File: config.mk
export PLATFORM = sky130hd
export DESIGN_NAME = demux_frame_router
export DESIGN_NICKNAME = d
export VERILOG_FILES = /design/src/rtl/demux_pkg.sv /design/src/rtl/demux_frame_router.sv
export SDC_FILE = /design/constraint.sdc
export NUM_CORES = 1
export LEC_CHECK = 0
export ABC_AREA = 1
export BUFFER_PORTS_ARGS = -buffer_cell sky130_fd_sc_hd__buf_2
export CORE_AREA = 3 3 40 42
export CTS_BUF_LIST = sky130_fd_sc_hd__clkbuf_2 sky130_fd_sc_hd__clkbuf_4 sky130_fd_sc_hd__clkbuf_8
export CTS_CLUSTER_DIAMETER = 60
export DETAILED_ROUTE_END_ITERATION = 8
export DIE_AREA = 0 0 43 45
export PLACE_DENSITY = 0.78
export SLEW_MARGIN = 0
export SYNTH_ARGS = -nofsm -noshare
export SYNTH_HDL_FRONTEND = slang
export SYNTH_SLANG_ARGS = --single-unit
File: constraint.sdc
create_clock -name clk -period 2.53 [get_ports clk]
set_input_delay 0.1265 -clock clk [delete_from_list [all_inputs] [get_ports clk]]
set_output_delay 0.1265 -clock clk [all_outputs]
set_load 0.01 [all_outputs]
File: src/rtl/demux_pkg.sv
// demux_pkg: shared types and constants for the frame router and its 1-to-8 demux.
package demux_pkg;
  typedef enum logic [1:0] {IDLE, ADDR, DATA, STOP} frame_state_t;
  localparam int DEMUX_SEL_W = 3;
  localparam int DEMUX_CH = 8;
endpackage

File: src/rtl/demux_frame_router.sv
// demux_frame_router: parses start/addr/payload/stop serial frames into demux sel and in.
module demux_frame_router
  import demux_pkg::*;
#(
  parameter int PAYLOAD_LEN = 8
) (
  input  logic                   clk,
  input  logic                   rst,
  input  logic                   rx_valid,
  input  logic                   rx_bit,
  output logic [DEMUX_SEL_W-1:0] sel,
  output logic                   dout,
  output logic                   dout_valid,
  output logic                   busy,
  output logic                   frame_done,
  output logic                   frame_err
);
  localparam int CW = PAYLOAD_LEN > 1 ? $clog2(PAYLOAD_LEN) : 1;
  localparam logic [CW-1:0] LAST = CW'(PAYLOAD_LEN - 1);
  frame_state_t state_q, state_d;
  logic [CW-1:0] cnt_q, cnt_d;
  logic [1:0] acnt_q, acnt_d;
  logic [DEMUX_SEL_W-1:0] addr_q, addr_d, sel_q, sel_d;
  logic dout_q, dout_d, dv_q, dv_d, done_q, done_d, err_q, err_d;
  always_comb begin
    state_d = state_q;
    cnt_d = cnt_q;
    acnt_d = acnt_q;
    addr_d = addr_q;
    sel_d = sel_q;
    dout_d = 1'b0;
    dv_d = 1'b0;
    done_d = 1'b0;
    err_d = 1'b0;
    if (rx_valid) begin
      case (state_q)
        IDLE: begin
          state_d = rx_bit ? ADDR : IDLE;
          acnt_d = '0;
        end
        ADDR: begin
          addr_d = {addr_q[1:0], rx_bit};
          acnt_d = acnt_q + 2'd1;
          if (acnt_q == 2'd2) begin
            sel_d = {addr_q[1:0], rx_bit};
            state_d = DATA;
            cnt_d = '0;
          end
        end
        DATA: begin
          dout_d = rx_bit;
          dv_d = 1'b1;
          // hold at terminal rather than wrapping; cleared again on the next DATA entry
          cnt_d = cnt_q == LAST ? cnt_q : cnt_q + 1'b1;
          state_d = cnt_q == LAST ? STOP : DATA;
        end
        default: begin
          done_d = ~rx_bit;
          err_d = rx_bit;
          state_d = IDLE;
        end
      endcase
    end
  end
  always_ff @(posedge clk) begin
    if (rst) begin
      state_q <= IDLE;
      cnt_q <= '0;
      acnt_q <= '0;
      addr_q <= '0;
      sel_q <= '0;
      dout_q <= 1'b0;
      dv_q <= 1'b0;
      done_q <= 1'b0;
      err_q <= 1'b0;
    end else begin
      state_q <= state_d;
      cnt_q <= cnt_d;
      acnt_q <= acnt_d;
      addr_q <= addr_d;
      sel_q <= sel_d;
      dout_q <= dout_d;
      dv_q <= dv_d;
      done_q <= done_d;
      err_q <= err_d;
    end
  end
  assign sel = sel_q;
  assign dout = dout_q;
  assign dout_valid = dv_q;
  assign busy = state_q != IDLE;
  assign frame_done = done_q;
  assign frame_err = err_q;
endmodule

==> results.ini, run 1 <==
[timing]
tns_ns = 0
setup_ws_ns = 1.20
min_period_ns = 1.33
grt_setup_unrepaired = false
fmax_mhz = 751
slew_violations = 0
hold_viol_final = 0
finalSetupViolCount = 0
skew_ns = 0.000886
fin_crit_sh_pct = 52.7
tightestPinTransition_ns = 0.322
whs_ns = 0.0345
slew_headroom_pct = 78.3

[clock_tree]
cts_tree = built
cts_buffers = 3
clk_latency_ns = 0.28
cts_resized = 0
root_buffer = clkbuf_4
clock-sinks = 16
postCtsSetupBuffers = 0
cts_hold_buf = 0
htree_levels = 1
clkSlewWorstSetupHoldPaths_ns = 0.09
clk_path_buf_depth = 2

[worst_setup_path]
worstReg2RegStart = state_q[0]
arrival_ns = 1.52
crit_path_start_kind = flip-flop
crit_fanout = 4
end_kind = flip-flop
critPathLaunch = state_q[0]
critPathRequiredTime_ns = 2.72
critPathKind = reg -> reg

[synthesis]
synthDistinctLibCells = 15
yosys.area_share.adder_pct = 13.6
synth_area_leaders = dfxtp_1, ha_1, nor2_1
synth_xor_area_share_pct = 0
ys_seq_elements = 16
synth_top_family_by_area = simple AND/OR/NAND/NOR gates
ys_warn_count = 0
synth.largest_area_cell = dfxtp_1
synth-simple-area-share_pct = 25.4
syn_area_per_cell_um2 = 7.65
syn_inst = 96
syn_area_um2 = 734
synth_compound_area_share_pct = 10.2
synthMuxAreaShare_pct = 0
yosysSeqAreaShare_pct = 43.6
yosysTopAreaCellShare_pct = 43.6
synthesis.nets = 108

[pwr]
power.switching_uw = 142
pwr-share-seq_pct = 52.0
power_leakage_uw = 0.000410
clkPwrFrac_pct = 32.0
combPwrFrac_pct = 15.9
cellPowerDensity_nw_per_um2 = 622
p_sw_share_pct = 27.0
vdd_drop_max_uv = 311
p_int_uw = 384

[placed_design]
dp_hpwl_mm = 1.01
gp_congestion = 0.818
place_area_um2 = 808
pre_cts_ws_ns = 1.22
port_buffers = 11
place_inst = 122

[route]
dr.pass1.iters = 4
num_vias = 624
post_drt_via_cell_ratio = 4.95
wl_mm = 1.28
dr.first_iter.drc_count = 8
wire_per_inst_um = 10.2
drcViolationCount = 0
postRouteAntennaNets = 0

[floorplanning]
die_area_um2 = 1940
rows = 13
start_util_pct = 57.2
pin_count = 12
die_w_um = 43
coreArea_um2 = 1280
die-height_um = 45

[cells_and_area]
n_antenna_cell = 0
drive_gt1_share_pct = 18.0
fin_nets = 124
area_delta_synth_final_pct = 15.0
regArea_um2 = 320
multi_input_area_um2 = 362
fillCellCount = 120
design_area_um2 = 845
stdcell_count = 126
final_cell_mix = nor2_1, dfxtp_1, nand2_1
mostFrequentLayoutCell = nor2_1

[hold_path]
hold_path.class = in -> reg
min_from = rx_bit

[run]
maxCapViolCount = 0

[global_route]
antenna_found_initial = 0
grt_first_pass_wirelength_mm = 2.09
grt_pass1_vias = 551
grt_max_degree = 10
grt.total_usage_pct = 14.7
gr-total-overflow = 0

[run_status]
outcome = complete, no violations

## flip-flops by register name, indices dropped and copies added, names as in the netlist
| register | cells |
|---|---|
| cnt_q | 3 |
| sel | 3 |
| acnt_q | 2 |
| addr_q | 2 |
| state_q | 2 |
| dout | 1 |
| dout_valid | 1 |
| frame_done | 1 |
| frame_err | 1 |
## worst paths after layout
| kind | cells after the start | to | slack (ns) |
|---|---|---|---|
| worst max-delay path | 8 | cnt_q[1] | 1.20 |
| worst min-delay path | 2 | frame_done | 0.03 |
| worst max register to register | 8 | cnt_q[1] | 1.20 |
| worst min register to register | 2 | sel[1] | 0.47 |
## power groups by stage
| stage | Sequential, µW | Clock (µW) | Combinational (µW) |
|---|---|---|---|
| 2_1_floorplan | 279 | 0 | 61.5 |
| 3_3_place_gp | 279 | 0 | 82.6 |
| 3_5_place_dp | 279 | 0 | 83.5 |
| 4_1_cts | 274 | 172 | 84.6 |
| 5_1_grt | 275 | 183 | 97.1 |
| 6_report | 273 | 168 | 83.8 |
## Yosys cell counts
library cell	instances
nor2_1	17
a21oi_1	8
ha_1	8
nand3_1	7
nor3_1	1
dfxtp_1	16
o21ai_1	1
inv_2	3
nand2_2	1
inv_1	11
o21ai_0	6
nor2_4	1
or2_0	1
or2_1	1
nand2_1	14
## layout make-up
class | count | area share, %
Inverter | 14 | 6.22
Tap cell | 15 | 2.22
Clock buffer | 4 | 4.30
Multi-Input combinational cell | 66 | 42.8
Timing Repair Buffer | 11 | 6.52
Sequential cell | 16 | 37.9
## metrics by stage
stage	power [µW]	util [%]
floorplan	340	-
global placement	361	62.9
detailed placement	363	62.9
CTS	530	65.7
global route	555	65.7
finish	525	65.7
## logic make-up after synthesis
logic type | count (synthesis)
AO/OA/AOI/OAI | 15
adder cells (fa/ha/maj) | 8
buffers and inverters | 14
flip-flops | 16
AND/OR/NAND/NOR | 43
## layer usage
metal / routed length [µm] / global-route usage [%] / part of all wire (%) / vias to the layer above
met2: 581 / 24.0 / 45 / 17
met1: 604 / 16.9 / 47 / 265
met3: 63 / 4.78 / 4.9 / 5
met5: 0 / 0 / 0 / -
met4: 32 / 9.04 / 2.5 / 0
li1: - / - / - / 337
## critical path: stages, from the launching register on
cell	delay (ns)
dfxtp_1	0.39
inv_1	0.10
ha_1	0.23
nand2_1	0.10
inv_1	0.05
nor2_1	0.17
nand3_1	0.11
nand2_1	0.06
nor2_1	0.04
Note: power is estimated with default switching activity, not from simulation.
==> inputs of run 2 (changes only) <==
--- a/config.mk
+++ b/config.mk
@@ -7,12 +7,12 @@
 export LEC_CHECK = 0
 export ABC_AREA = 1
 export BUFFER_PORTS_ARGS = -buffer_cell sky130_fd_sc_hd__buf_2
-export CORE_AREA = 3 3 40 42
+export CORE_MARGIN = 3
+export CORE_UTILIZATION = 56
 export CTS_BUF_LIST = sky130_fd_sc_hd__clkbuf_2 sky130_fd_sc_hd__clkbuf_4 sky130_fd_sc_hd__clkbuf_8
 export CTS_CLUSTER_DIAMETER = 60
 export DETAILED_ROUTE_END_ITERATION = 8
-export DIE_AREA = 0 0 43 45
-export PLACE_DENSITY = 0.78
+export PLACE_DENSITY = 0.79
 export SLEW_MARGIN = 0
 export SYNTH_ARGS = -nofsm -noshare
 export SYNTH_HDL_FRONTEND = slang
==> constraint.sdc (replaced) <==
create_clock -name clk -period 1.3 [get_ports clk]
set_input_delay 0.065 -clock clk [delete_from_list [all_inputs] [get_ports clk]]
set_output_delay 0.065 -clock clk [all_outputs]
set_load 0.01 [all_outputs]
==> run 2 against run 1 <==
Net effect:
- via count increased by 2.1%
- setup slack lost 1.1 ns
- combinational power increased by 130%
- register-to-register slack worse by 1.1 ns
- largest power group unchanged
- fmax up 8.2%
- sequential power up 97%
- sequential cell count stayed put
- clock-buffer cell count fell by 1
- routed wire length up 7.1%
==> results.ini, run 2 (synthesis gave the netlist of run 1 again) <==
[hold_path]
min_from = rst  ; was rx_bit
hold_path.class = in -> reg  ; unchanged
min_to = sel[2]  ; was frame_done
worstHoldPathCells = 2  ; unchanged

[timing]
slew_headroom_pct = 84.9  ; was 78.3%
min_period_ns = 1.23  ; was 1.33 ns
hold_viol_final = 0  ; unchanged
tns_ns = 0  ; unchanged
slew_violations = 0  ; unchanged
fin_crit_sh_pct = 94.7  ; was 52.7%
tightestPinTransition_ns = 0.226  ; was 0.322 ns
finalSetupViolCount = 0  ; unchanged
skew_ns = 0.00159  ; was 0.000886 ns
fmax_mhz = 812  ; was 751 MHz
grt_setup_unrepaired = false  ; unchanged

[clock_tree]
clkSlewWorstSetupHoldPaths_ns = 0.09  ; about the same
cts_buffers = 3  ; unchanged
clk_path_buf_depth = 2  ; unchanged
clk_latency_ns = 0.28  ; about the same
htree_levels = 1  ; unchanged
clock-sinks = 16  ; unchanged
root_buffer = clkbuf_4  ; unchanged
cts_tree = built  ; unchanged

[worst_setup_path]
crit_path_start_kind = flip-flop  ; unchanged
crit_fanout = 5  ; was 4
rrSetupSlack_ns = 0.07  ; was 1.20 ns
r2r-end = cnt_q[2]  ; was cnt_q[1]
ff2ff_path_depth = 8  ; unchanged
critPathKind = reg -> reg  ; unchanged
worstReg2RegStart = state_q[0]  ; unchanged
path_delay_family = simple AND/OR/NAND/NOR gates  ; unchanged
cpPeakStageDelay_ns = 0.36  ; was 0.39 ns
crit_chain = buf_4, ha_4, nand2_2, nand2_2, inv_2, nand3_1, nand2_1, nor2_1  ; was inv_1, ha_1, nand2_1, inv_1, nor2_1, nand3_1, nand2_1, nor2_1
end_kind = flip-flop  ; unchanged
arrival_ns = 1.41  ; was 1.52 ns
cp_common_cell = nand2_2
cpMaxStageDelayCell = dfxtp_4  ; was dfxtp_1
critPathRequiredTime_ns = 1.48  ; was 2.72 ns
crit_buf_inv = 2  ; unchanged

[cells_and_area]
fillCellCount = 80  ; was 120
final_cell_mix = nor2_1, nand2_1, dfxtp_1, buf_2, inv_1  ; was nor2_1, dfxtp_1, nand2_1
fin_nets = 128  ; was 124
drive_gt1_share_pct = 34.2  ; was 18.0%
mostFrequentLayoutCell = nor2_1  ; unchanged
final_util_pct = 77.6  ; was 65.7%
area_delta_synth_final_pct = 23.7  ; was 15.0%
n_antenna_cell = 0  ; unchanged

[placed_design]
dp_hpwl_mm = 1.03  ; was 1.01 mm
port_buffers = 11  ; unchanged
gp_congestion = 0.822  ; was 0.818

[floorplanning]
die_w_um = 42.2  ; was 43 µm
pin_count = 12  ; unchanged
coreArea_um2 = 1170  ; was 1280 µm²
die_area_um2 = 1780  ; was 1940 µm²
die-height_um = 42.2  ; was 45 µm
start_util_pct = 62.7  ; was 57.2%
rows = 12  ; was 13

[route]
dr.first_iter.drc_count = 21  ; was 8
wl_mm = 1.37  ; was 1.28 mm
post_drt_via_cell_ratio = 4.98  ; was 4.95
wl_met1_um = 665  ; was 604 µm
dr.pass1.iters = 4  ; unchanged
top_layer_used = met4  ; unchanged
num_vias = 637  ; was 624
wire_per_inst_um = 10.7  ; was 10.2 µm
drcViolationCount = 0  ; unchanged
postRouteAntennaNets = 0  ; unchanged
dr_wl_met3_um = 72  ; was 63 µm
wl_met2_um = 624  ; was 581 µm

[global_route]
antenna_found_initial = 0  ; unchanged
grt_pass1_vias = 570  ; was 551
grt.total_usage_pct = 16.9  ; was 14.7%
grt_max_degree = 9  ; was 10
gr-total-overflow = 0  ; unchanged
grt_first_pass_wirelength_mm = 2.33  ; was 2.09 mm

[pwr]
cellPowerDensity_nw_per_um2 = 1080  ; was 622 nW/µm²
p_sw_share_pct = 28.2  ; was 27.0%
clkPwrFrac_pct = 25.4  ; was 32.0%
power_leakage_uw = 0.000417  ; was 0.000410 µW
power.switching_uw = 276  ; was 142 µW
pwr-share-seq_pct = 54.7  ; was 52.0%
combPwrFrac_pct = 19.8  ; was 15.9%
vdd_drop_max_uv = 768  ; was 311 µV
p_int_uw = 705  ; was 384 µW

[run]
maxCapViolCount = 0  ; unchanged

[run_status]
outcome = complete, no violations  ; unchanged

-- run 2: changes by cell type in the layout (fill, tap and decap cells not counted), sizes merged --
cell         previous run  this run
buf                    11        14
dlygate4sd3             0         1
clkbuf                  4         3
-- run 2: worst max-delay path by stage --
stage                     depth (start not counted)  startpoint  slack [ns]        to
after detailed placement                          6  state_q[1]       -0.04  cnt_q[2]
after global placement                            6  state_q[1]       -0.02  cnt_q[1]
final                                             8  state_q[0]        0.07  cnt_q[2]
after global routing                              7  state_q[0]       0.004  cnt_q[0]
after floorplan                                   6  state_q[1]        0.09  cnt_q[0]
after CTS                                         8    cnt_q[0]        0.03  cnt_q[0]
-- run 2: metal layers --
metal  GRT usage [%]  vias up
li1                -      342
met1            20.7      276
met2            28.0       17
met3            3.86        2
met4            7.45        0
met5               0        -
-- run 2: what timing repair did --
item | CTS | global route
hold buffers | 1 | 0
buffers inserted | 0 | 2
hold endpoints to repair | 1 | 0
pin swaps | 0 | 3
resized for setup | 5 | 15
setup endpoints to repair | 7 | 11
-- run 2: power groups by stage --
stage          clock network [µW]  registers [µW]  logic (µW)
3_5_place_dp                    0             544         163
5_1_grt                       271             541         221
6_report                      249             537         195
2_1_floorplan                   0             542         120
3_3_place_gp                    0             543         161
4_1_cts                       255             534         172
-- run 2: layout make-up --
class | instances | area (µm²) | area share [%]
clock buffer | 3 | 22.5 | 2.48
timing repair buffer | 15 | 87.6 | 9.64
sequential | 16 | 329 | 36.2
multi-input combinational | 66 | 399 | 43.9
tap | 14 | 17.5 | 1.93
inverter | 14 | 52.6 | 5.79
-- run 2: stage by stage --
step / worst slack [ns] / hold WS [ns] / area (µm²) / power, µW / instances
after global placement: -0.0173 / 0.260 / 815 / 703 / 122
after CTS: 0.0266 / 0.0142 / 855 / 961 / 126
after floorplan: 0.0948 / 0.134 / 734 / 662 / 96
after detailed placement: -0.0370 / 0.258 / 815 / 708 / 122
final: 0.0684 / 0.0229 / 908 / 981 / 128
after global routing: 0.00353 / 0.0127 / 908 / 1030 / 128
-- run 2: worst reg2reg max path, cell delays in order, from the launching register on --
cell     delay (ns)
dfxtp_4        0.36
buf_4          0.14
ha_4           0.17
nand2_2        0.07
nand2_2        0.11
inv_2          0.11
nand3_1        0.08
nand2_1        0.07
nor2_1         0.04
